`config.mk`:
```
export PLATFORM = sky130hd
export DESIGN_NAME = sort_mem_responder_flat
export DESIGN_NICKNAME = d
export VERILOG_FILES = /design/src/rtl/sort_pkg.sv /design/src/rtl/sort_mem_responder_if.sv /design/src/rtl/sort_mem_array.sv /design/src/rtl/sort_mem_responder.sv /design/src/flat_wrapper.sv
export SDC_FILE = /design/constraint.sdc
export NUM_CORES = 1
export LEC_CHECK = 0
export CORE_MARGIN = 5
export CORE_UTILIZATION = 35
export DETAILED_ROUTE_END_ITERATION = 10
export GPL_TIMING_DRIVEN = 0
export PLACE_DENSITY = 0.62
export SYNTH_ARGS = -nofsm -noshare
export SYNTH_HDL_FRONTEND = slang
export SYNTH_HIERARCHICAL = 1
export SYNTH_SLANG_ARGS = --single-unit
```
`constraint.sdc`:
```
create_clock -name clk -period 6.7 [get_ports clk]
set_clock_uncertainty 0.05 [all_clocks]
set_input_delay 1.34 -clock clk [delete_from_list [all_inputs] [get_ports clk]]
set_output_delay 1.34 -clock clk [all_outputs]
set_load 0.05 [all_outputs]
```
`src/rtl/sort_pkg.sv`:
```
// Shared types and constants for the sorter memory responder.
// Response codes and read/write FSM state encodings.
package sort_pkg;

    localparam int RESP_OKAY   = 0;
    localparam int RESP_SLVERR = 1;

    typedef enum logic {
        RD_IDLE,
        RD_RESP
    } rd_state_t;

    typedef enum logic {
        WR_IDLE,
        WR_RESP
    } wr_state_t;

endpackage

```
`src/rtl/sort_mem_responder_if.sv`:
```
// Read (AR/R) and write (AW/W/B) channel bundle between the sorter
// datapath (master) and the memory responder (slave).
interface sort_mem_responder_if #(
    parameter int ADDR_WDTH = 4,
    parameter int DATA_WDTH = 32,
    parameter int RESP_WDTH = 1
) ();

    logic                 ar_valid;
    logic                 ar_ready;
    logic [ADDR_WDTH-1:0] ar_address;
    logic                 r_valid;
    logic                 r_ready;
    logic [DATA_WDTH-1:0] r_data;
    logic [RESP_WDTH-1:0] r_resp;

    logic                 aw_valid;
    logic                 aw_ready;
    logic [ADDR_WDTH-1:0] aw_address;
    logic                 w_valid;
    logic                 w_ready;
    logic [DATA_WDTH-1:0] w_data;
    logic                 b_valid;
    logic                 b_ready;
    logic [RESP_WDTH-1:0] b_resp;

    modport master (
        output ar_valid, ar_address, r_ready,
        output aw_valid, aw_address, w_valid, w_data, b_ready,
        input  ar_ready, r_valid, r_data, r_resp,
        input  aw_ready, w_ready, b_valid, b_resp
    );

    modport slave (
        input  ar_valid, ar_address, r_ready,
        input  aw_valid, aw_address, w_valid, w_data, b_ready,
        output ar_ready, r_valid, r_data, r_resp,
        output aw_ready, w_ready, b_valid, b_resp
    );

endinterface

```
`src/rtl/sort_mem_array.sv`:
```
// Word array with one write port and one synchronous read port.
// A read on the same edge as a write to that word returns the old word.
module sort_mem_array #(
    parameter int ADDR_WDTH = 4,
    parameter int DATA_WDTH = 32
) (
    input  logic                 clk,
    input  logic                 we_i,
    input  logic [ADDR_WDTH-1:0] waddr_i,
    input  logic [DATA_WDTH-1:0] wdata_i,
    input  logic                 re_i,
    input  logic [ADDR_WDTH-1:0] raddr_i,
    output logic [DATA_WDTH-1:0] rdata_o
);

    localparam int DEPTH = 2 ** ADDR_WDTH;

    logic [DATA_WDTH-1:0] mem_q [DEPTH];
    logic [DATA_WDTH-1:0] rdata_q;

    always_ff @(posedge clk) begin
        if (we_i) begin
            mem_q[waddr_i] <= wdata_i;
        end
        if (re_i) begin
            rdata_q <= mem_q[raddr_i];
        end
    end

    assign rdata_o = rdata_q;

endmodule

```
`src/rtl/sort_mem_responder.sv`:
```
// Memory responder for the sorter: independent read and write FSMs
// over a shared word array, with range checking against arr_size.
module sort_mem_responder
    import sort_pkg::*;
#(
    parameter int ADDR_WDTH = 4,
    parameter int DATA_WDTH = 32,
    parameter int RESP_WDTH = 1
) (
    input  logic               clk,
    input  logic               rst,
    input  logic [ADDR_WDTH:0] arr_size,
    sort_mem_responder_if.slave bus
);

    localparam logic [RESP_WDTH-1:0] R_OK  = RESP_WDTH'(RESP_OKAY);
    localparam logic [RESP_WDTH-1:0] R_ERR = RESP_WDTH'(RESP_SLVERR);

    rd_state_t            rd_q;
    logic                 ar_ready_q;
    logic                 r_valid_q;
    logic                 rd_ok_q;
    logic [RESP_WDTH-1:0] r_resp_q;

    wr_state_t            wr_q;
    logic                 aw_ready_q;
    logic                 w_ready_q;
    logic                 b_valid_q;
    logic [RESP_WDTH-1:0] b_resp_q;
    logic                 aw_got_q;
    logic                 w_got_q;
    logic [ADDR_WDTH-1:0] waddr_q;
    logic [DATA_WDTH-1:0] wdata_q;

    logic                 ar_hs;
    logic                 rd_oor;
    logic                 re;
    logic                 aw_hs;
    logic                 w_hs;
    logic                 commit;
    logic [ADDR_WDTH-1:0] waddr_d;
    logic [DATA_WDTH-1:0] wdata_d;
    logic                 wr_oor;
    logic                 we;
    logic [DATA_WDTH-1:0] arr_rdata;

    assign ar_hs  = (rd_q == RD_IDLE) && bus.ar_valid && ar_ready_q;
    assign rd_oor = {1'b0, bus.ar_address} >= arr_size;
    assign re     = ar_hs && !rd_oor;

    // Address/data come from this edge's handshake or the captured copy.
    assign aw_hs   = (wr_q == WR_IDLE) && bus.aw_valid && aw_ready_q;
    assign w_hs    = (wr_q == WR_IDLE) && bus.w_valid && w_ready_q;
    assign waddr_d = aw_hs ? bus.aw_address : waddr_q;
    assign wdata_d = w_hs ? bus.w_data : wdata_q;
    assign commit  = (wr_q == WR_IDLE)
                   && (aw_got_q || aw_hs)
                   && (w_got_q || w_hs);
    assign wr_oor  = {1'b0, waddr_d} >= arr_size;
    assign we      = commit && !wr_oor;

    sort_mem_array #(
        .ADDR_WDTH(ADDR_WDTH),
        .DATA_WDTH(DATA_WDTH)
    ) u_array (
        .clk    (clk),
        .we_i   (we),
        .waddr_i(waddr_d),
        .wdata_i(wdata_d),
        .re_i   (re),
        .raddr_i(bus.ar_address),
        .rdata_o(arr_rdata)
    );

    always_ff @(posedge clk or posedge rst) begin
        if (rst) begin
            rd_q       <= RD_IDLE;
            ar_ready_q <= 1'b1;
            r_valid_q  <= 1'b0;
            rd_ok_q    <= 1'b0;
            r_resp_q   <= R_OK;
        end else begin
            unique case (rd_q)
                RD_IDLE: begin
                    if (ar_hs) begin
                        rd_q       <= RD_RESP;
                        ar_ready_q <= 1'b0;
                        r_valid_q  <= 1'b1;
                        rd_ok_q    <= !rd_oor;
                        r_resp_q   <= rd_oor ? R_ERR : R_OK;
                    end
                end
                RD_RESP: begin
                    if (bus.r_ready) begin
                        rd_q       <= RD_IDLE;
                        ar_ready_q <= 1'b1;
                        r_valid_q  <= 1'b0;
                    end
                end
                default: rd_q <= RD_IDLE;
            endcase
        end
    end

    always_ff @(posedge clk or posedge rst) begin
        if (rst) begin
            wr_q       <= WR_IDLE;
            aw_ready_q <= 1'b1;
            w_ready_q  <= 1'b1;
            b_valid_q  <= 1'b0;
            b_resp_q   <= R_OK;
            aw_got_q   <= 1'b0;
            w_got_q    <= 1'b0;
            waddr_q    <= '0;
            wdata_q    <= '0;
        end else begin
            unique case (wr_q)
                WR_IDLE: begin
                    if (aw_hs) begin
                        aw_got_q   <= 1'b1;
                        aw_ready_q <= 1'b0;
                        waddr_q    <= bus.aw_address;
                    end
                    if (w_hs) begin
                        w_got_q   <= 1'b1;
                        w_ready_q <= 1'b0;
                        wdata_q   <= bus.w_data;
                    end
                    if (commit) begin
                        wr_q       <= WR_RESP;
                        aw_ready_q <= 1'b0;
                        w_ready_q  <= 1'b0;
                        b_valid_q  <= 1'b1;
                        b_resp_q   <= wr_oor ? R_ERR : R_OK;
                    end
                end
                WR_RESP: begin
                    if (bus.b_ready) begin
                        wr_q       <= WR_IDLE;
                        aw_ready_q <= 1'b1;
                        w_ready_q  <= 1'b1;
                        b_valid_q  <= 1'b0;
                        aw_got_q   <= 1'b0;
                        w_got_q    <= 1'b0;
                    end
                end
                default: wr_q <= WR_IDLE;
            endcase
        end
    end

    assign bus.ar_ready = ar_ready_q;
    assign bus.r_valid  = r_valid_q;
    assign bus.r_resp   = r_resp_q;
    assign bus.r_data   = rd_ok_q ? arr_rdata : '0;
    assign bus.aw_ready = aw_ready_q;
    assign bus.w_ready  = w_ready_q;
    assign bus.b_valid  = b_valid_q;
    assign bus.b_resp   = b_resp_q;

endmodule

```
`src/flat_wrapper.sv`:
```
// flat-port wrapper written by rule: the top's interface ports become plain ports
module sort_mem_responder_flat import sort_pkg::*;
#(
    parameter int ADDR_WDTH = 4,
    parameter int DATA_WDTH = 32,
    parameter int RESP_WDTH = 1
)
  (clk, rst, arr_size, bus_ar_valid, bus_ar_address, bus_r_ready, bus_aw_valid, bus_aw_address, bus_w_valid, bus_w_data, bus_b_ready, bus_ar_ready, bus_r_valid, bus_r_data, bus_r_resp, bus_aw_ready, bus_w_ready, bus_b_valid, bus_b_resp);
  sort_mem_responder_if #(.ADDR_WDTH(ADDR_WDTH), .DATA_WDTH(DATA_WDTH), .RESP_WDTH(RESP_WDTH)) bus_i ();
  input  logic clk;
  input  logic rst;
  input  logic [ADDR_WDTH:0] arr_size;
  input wire logic [$bits(bus_i.ar_valid)-1:0] bus_ar_valid;
  input wire logic [$bits(bus_i.ar_address)-1:0] bus_ar_address;
  input wire logic [$bits(bus_i.r_ready)-1:0] bus_r_ready;
  input wire logic [$bits(bus_i.aw_valid)-1:0] bus_aw_valid;
  input wire logic [$bits(bus_i.aw_address)-1:0] bus_aw_address;
  input wire logic [$bits(bus_i.w_valid)-1:0] bus_w_valid;
  input wire logic [$bits(bus_i.w_data)-1:0] bus_w_data;
  input wire logic [$bits(bus_i.b_ready)-1:0] bus_b_ready;
  output wire logic [$bits(bus_i.ar_ready)-1:0] bus_ar_ready;
  output wire logic [$bits(bus_i.r_valid)-1:0] bus_r_valid;
  output wire logic [$bits(bus_i.r_data)-1:0] bus_r_data;
  output wire logic [$bits(bus_i.r_resp)-1:0] bus_r_resp;
  output wire logic [$bits(bus_i.aw_ready)-1:0] bus_aw_ready;
  output wire logic [$bits(bus_i.w_ready)-1:0] bus_w_ready;
  output wire logic [$bits(bus_i.b_valid)-1:0] bus_b_valid;
  output wire logic [$bits(bus_i.b_resp)-1:0] bus_b_resp;
  assign bus_i.ar_valid = bus_ar_valid;
  assign bus_i.ar_address = bus_ar_address;
  assign bus_i.r_ready = bus_r_ready;
  assign bus_i.aw_valid = bus_aw_valid;
  assign bus_i.aw_address = bus_aw_address;
  assign bus_i.w_valid = bus_w_valid;
  assign bus_i.w_data = bus_w_data;
  assign bus_i.b_ready = bus_b_ready;
  assign bus_ar_ready = bus_i.ar_ready;
  assign bus_r_valid = bus_i.r_valid;
  assign bus_r_data = bus_i.r_data;
  assign bus_r_resp = bus_i.r_resp;
  assign bus_aw_ready = bus_i.aw_ready;
  assign bus_w_ready = bus_i.w_ready;
  assign bus_b_valid = bus_i.b_valid;
  assign bus_b_resp = bus_i.b_resp;
  sort_mem_responder #(.ADDR_WDTH(ADDR_WDTH), .DATA_WDTH(DATA_WDTH), .RESP_WDTH(RESP_WDTH)) u_core (.clk(clk), .rst(rst), .arr_size(arr_size), .bus(bus_i));
endmodule
```
==> key figures <==
Clock network
  • Post-CTS setup buffers: 0
  • CTS tree: yes
  • Clock net sink count: 592
  • Clk buf depth: 3
  • Post-CTS sizing: 0
  • Root Driver: clkbuf_16
  • CTS Buf Count: 56
  • Clk pin slew, worst setup/hold paths: 0.07 ns
  • CTS Hold Bufs: 0
  • Worst-Skew Late Latency: 0.61 ns
  • H-tree levels: 2

Logic synthesis
  • Mux contribution to synthesized area: 17.0%
  • Net count after synthesis: 1122
  • Mapped Cells: 1062
  • Library cells used by synthesis: 38
  • Post-synth EDFFs: 544
  • Sequential area share after synthesis: 75.7%
  • XOR/XNOR share of the synthesized area: 0%
  • Synth area leader: edfxtp_1
  • Synth Area in Simple Gates: 2.54%
  • Synth area leaders: edfxtp_1 (71%), mux4_2 (12%), dfrtp_1 (4.9%)
  • Post-synthesis compound-gate area fraction: 2.59%
  • Warnings from Yosys: 6
  • Top cells by count, synth: edfxtp_1 (544), mux4_2 (128), a22oi_1 (65)
  • Synth top area share: 70.5%
  • Flops & latches, synth: 592
  • Main synth FF type: edfxtp_1
  • Largest family of logic cells by synthesized area: multiplexers
  • Synth async-reset ratio: 8.11%
  • Most frequent cell after synthesis: edfxtp_1
  • Syn_area_per_cell: 21.8 um2
  • Adder-cell share of the synthesized area: 0.432%
  • Post-synthesis cell area: 23200 um2

Layout
  • Layout cells sized above 1: 28.4%
  • Area of the multi-input gates: 5330 um2
  • FILL cells: 5608
  • Diode count: 0
  • Layout Cells excl Fill: 2150
  • Sequential Area: 17500 um2
  • Nets: 1298
  • Area growth syn-to-layout: 19.0%

Routing
  • DR iter-0 viols: 905
  • Final antenna-violating net count: 0
  • Drt via density: 5.08
  • WL final: 51000 um
  • TritonRoute pass-1 iters: 5
  • Drt drc: 0
  • Vias: 10900
  • DR WL/cell: 23.7 um

STA
  • Setup violators final: 0
  • Final hold violation count: 0
  • Slew @ Worst Pin: 1.22 ns
  • Tcrit/Tclk final: 72.0%
  • Pins over their slew limit: 0
  • RSZ-0062 raised after global routing: false
  • Min cycle time layout: 4.82 ns
  • WHS: 0.440 ns
  • Worst slew margin: 18.9%
  • Highest clock rate: 207 MHz

Pwr
  • Power share of the combinational group: 20.8%
  • Sw Share: 27.2%
  • Worst vdd rail ir drop: 0.221 mV
  • Switching power: 0.00283 W
  • Reg power frac: 49.0%
  • PwrDens: 377 nW/um2
  • Lkg Pwr: 9.16 nW
  • Clk pwr share: 30.3%
  • P_int: 0.00757 W

Place
  • HPWL after DPL: 33100 um
  • Gp weighted congestion: 0.719
  • Placed cells: 2044
  • I/O Buffers: 90

GRT
  • Largest net degree at the start of global routing: 33
  • Vias in the first global route: 11400
  • Antenna violations before repair: 1
  • Grt total ovfl: 0
  • First-pass GRT wire length: 75300 um
  • All-Layer GR Usage: 14.2%

Flow run
  • Max-cap violations: 0

Setup path
  • Reg2reg end: u_core/u_array/mem_q[12][15]$_DFFE_PP_
  • End point of the critical path: u_core/u_array/mem_q[12][15]$_DFFE_PP_
  • Critical path startpoint category: input port
  • Number of cells on the critical path: 13
  • CP Launch Point: bus_aw_valid
  • CP bufs+invs: 5
  • Critical path class: input port to register
  • Crit-path leading delay family: simple AND/OR/NAND/NOR gates
  • Reg-to-reg startpoint: u_core/wr_q$_DFF_PP0_
  • Worst-path maximum fanout: 9
  • Data arrival, critical path: 5.09 ns
  • R2R cell count: 14
  • Worst Setup End Kind: register
  • Largest stage delay on the critical path: 0.80 ns
  • Required @ worst endpoint: 6.96 ns
  • CP max-delay cell: nor3_2
  • Most frequent CP cell: buf_6
  • Setup slack, reg-to-reg: 2.55 ns
  • CP cell instances: clkdlybuf4s50_1 -> nand3_2 -> mux2_2 -> inv_1 -> ha_1 -> o21ai_0 -> a221oi_1 -> nor2_1 -> nand3_1 -> nor3_2 -> buf_6 -> buf_4 -> buf_6

Floorplanning
  • Core ar.: 65700 um2
  • I/O pins: 91
  • Die W: 267 um
  • Die Footprint: 71400 um2
  • Initial Util: 35.2%
  • Die Height: 267 um
  • Rows: 94

Outcome
  • Status: complete, no violations

Worst hold path
  • HP Class: register to register
## per-stage QoR
step,area (um2),worst slack [ns],setup TNS (ns),utilization [%],power [W]
final,27600,1.88,0,41.9,0.0104
after global routing,27600,1.61,0,41.9,0.0108
after CTS,27600,1.87,0,41.9,0.0105
after detailed placement,25700,1.20,0,39.2,0.00736
after global placement,25200,-2.28,-364.18,38.3,0.00719
after floorplan,23200,0.905,0,-,0.00657
## power groups by stage
stage / Sequential (W) / Combinational (W) / Clock, W
after floorplan: 0.00520 / 0.00137 / 0
after global placement: 0.00517 / 0.00202 / 0
after detailed placement: 0.00517 / 0.00219 / 0
after CTS: 0.00509 / 0.00220 / 0.00322
after global routing: 0.00512 / 0.00233 / 0.00336
final: 0.00509 / 0.00216 / 0.00315
## area by class of cell
cell class,instances,share of cell area (%)
Clock buffer,72,5.49
Inverter,12,0.163
Buffer,54,1.33
Tap cell,864,3.92
Timing Repair Buffer,118,5.01
Multi-Input combinational cell,404,19.3
Sequential cell,592,63.6
Clock inverter,34,1.14
## cells in the final DEF, fill, tap and decap left out, types with 13 or more instances in the layout
master / instances
nand2_1: 40
a22oi_1: 65
edfxtp_1: 544
clkdlybuf4s50_1: 90
and2_1: 33
buf_6: 14
mux2_4: 60
mux2_2: 13
clkbuf_1: 33
clkinv_2: 14
clkbuf_16: 58
mux4_2: 128
dfrtp_1: 45
## layer usage
layer / vias up / share of wire (%) / global-route usage (%)
li1: 4733 / - / -
met1: 5813 / 42 / 18.9
met2: 306 / 51 / 24.2
met3: 64 / 5.7 / 2.84
met4: 2 / 1.9 / 3.36
met5: - / 0.016 / 0
## registers in the layout, indices dropped and copies added, names as in the netlist, 4 cells and up
| name | count |
|---|---|
| u_core/wdata_q | 32 |
| u_core/u_array/mem_q | 512 |
| u_core/u_array/rdata_o | 32 |
| u_core/waddr_q | 4 |
## cells by family after synthesis
family	after synthesis
multiplexers	201
adder cells (fa/ha/maj)	8
flip-flops	592
buffers and inverters	66
AND/OR/NAND/NOR	112
AO/OA/AOI/OAI	83
## how the worst min path moves through the flow
stage | from | end | cells past startpoint | slack, ns
after floorplan | u_core/w_got_q$_DFFE_PP0P_ | u_core/bus.w_ready$_DFFE_PP1P_ | 1 | 0.42
after global routing | u_core/bus.ar_ready$_DFFE_PP1P_ | u_core/bus.ar_ready$_DFFE_PP1P_ | 2 | 0.46
after CTS | u_core/bus.r_valid$_DFFE_PP0P_ | u_core/bus.r_valid$_DFFE_PP0P_ | 2 | 0.44
final | u_core/bus.b_valid$_DFFE_PP0P_ | u_core/bus.b_valid$_DFFE_PP0P_ | 2 | 0.44
after global placement | u_core/bus.r_valid$_DFFE_PP0P_ | u_core/bus.r_valid$_DFFE_PP0P_ | 2 | 0.42
after detailed placement | u_core/bus.r_valid$_DFFE_PP0P_ | u_core/bus.r_valid$_DFFE_PP0P_ | 2 | 0.42
## tightest hold or removal path, delay by kind of cell (launching register included)
family	cells	cell delay, ns
DFF	1	0.35
and+or+nand+nor	2	0.10
Power figures use the tool's default switching activity.
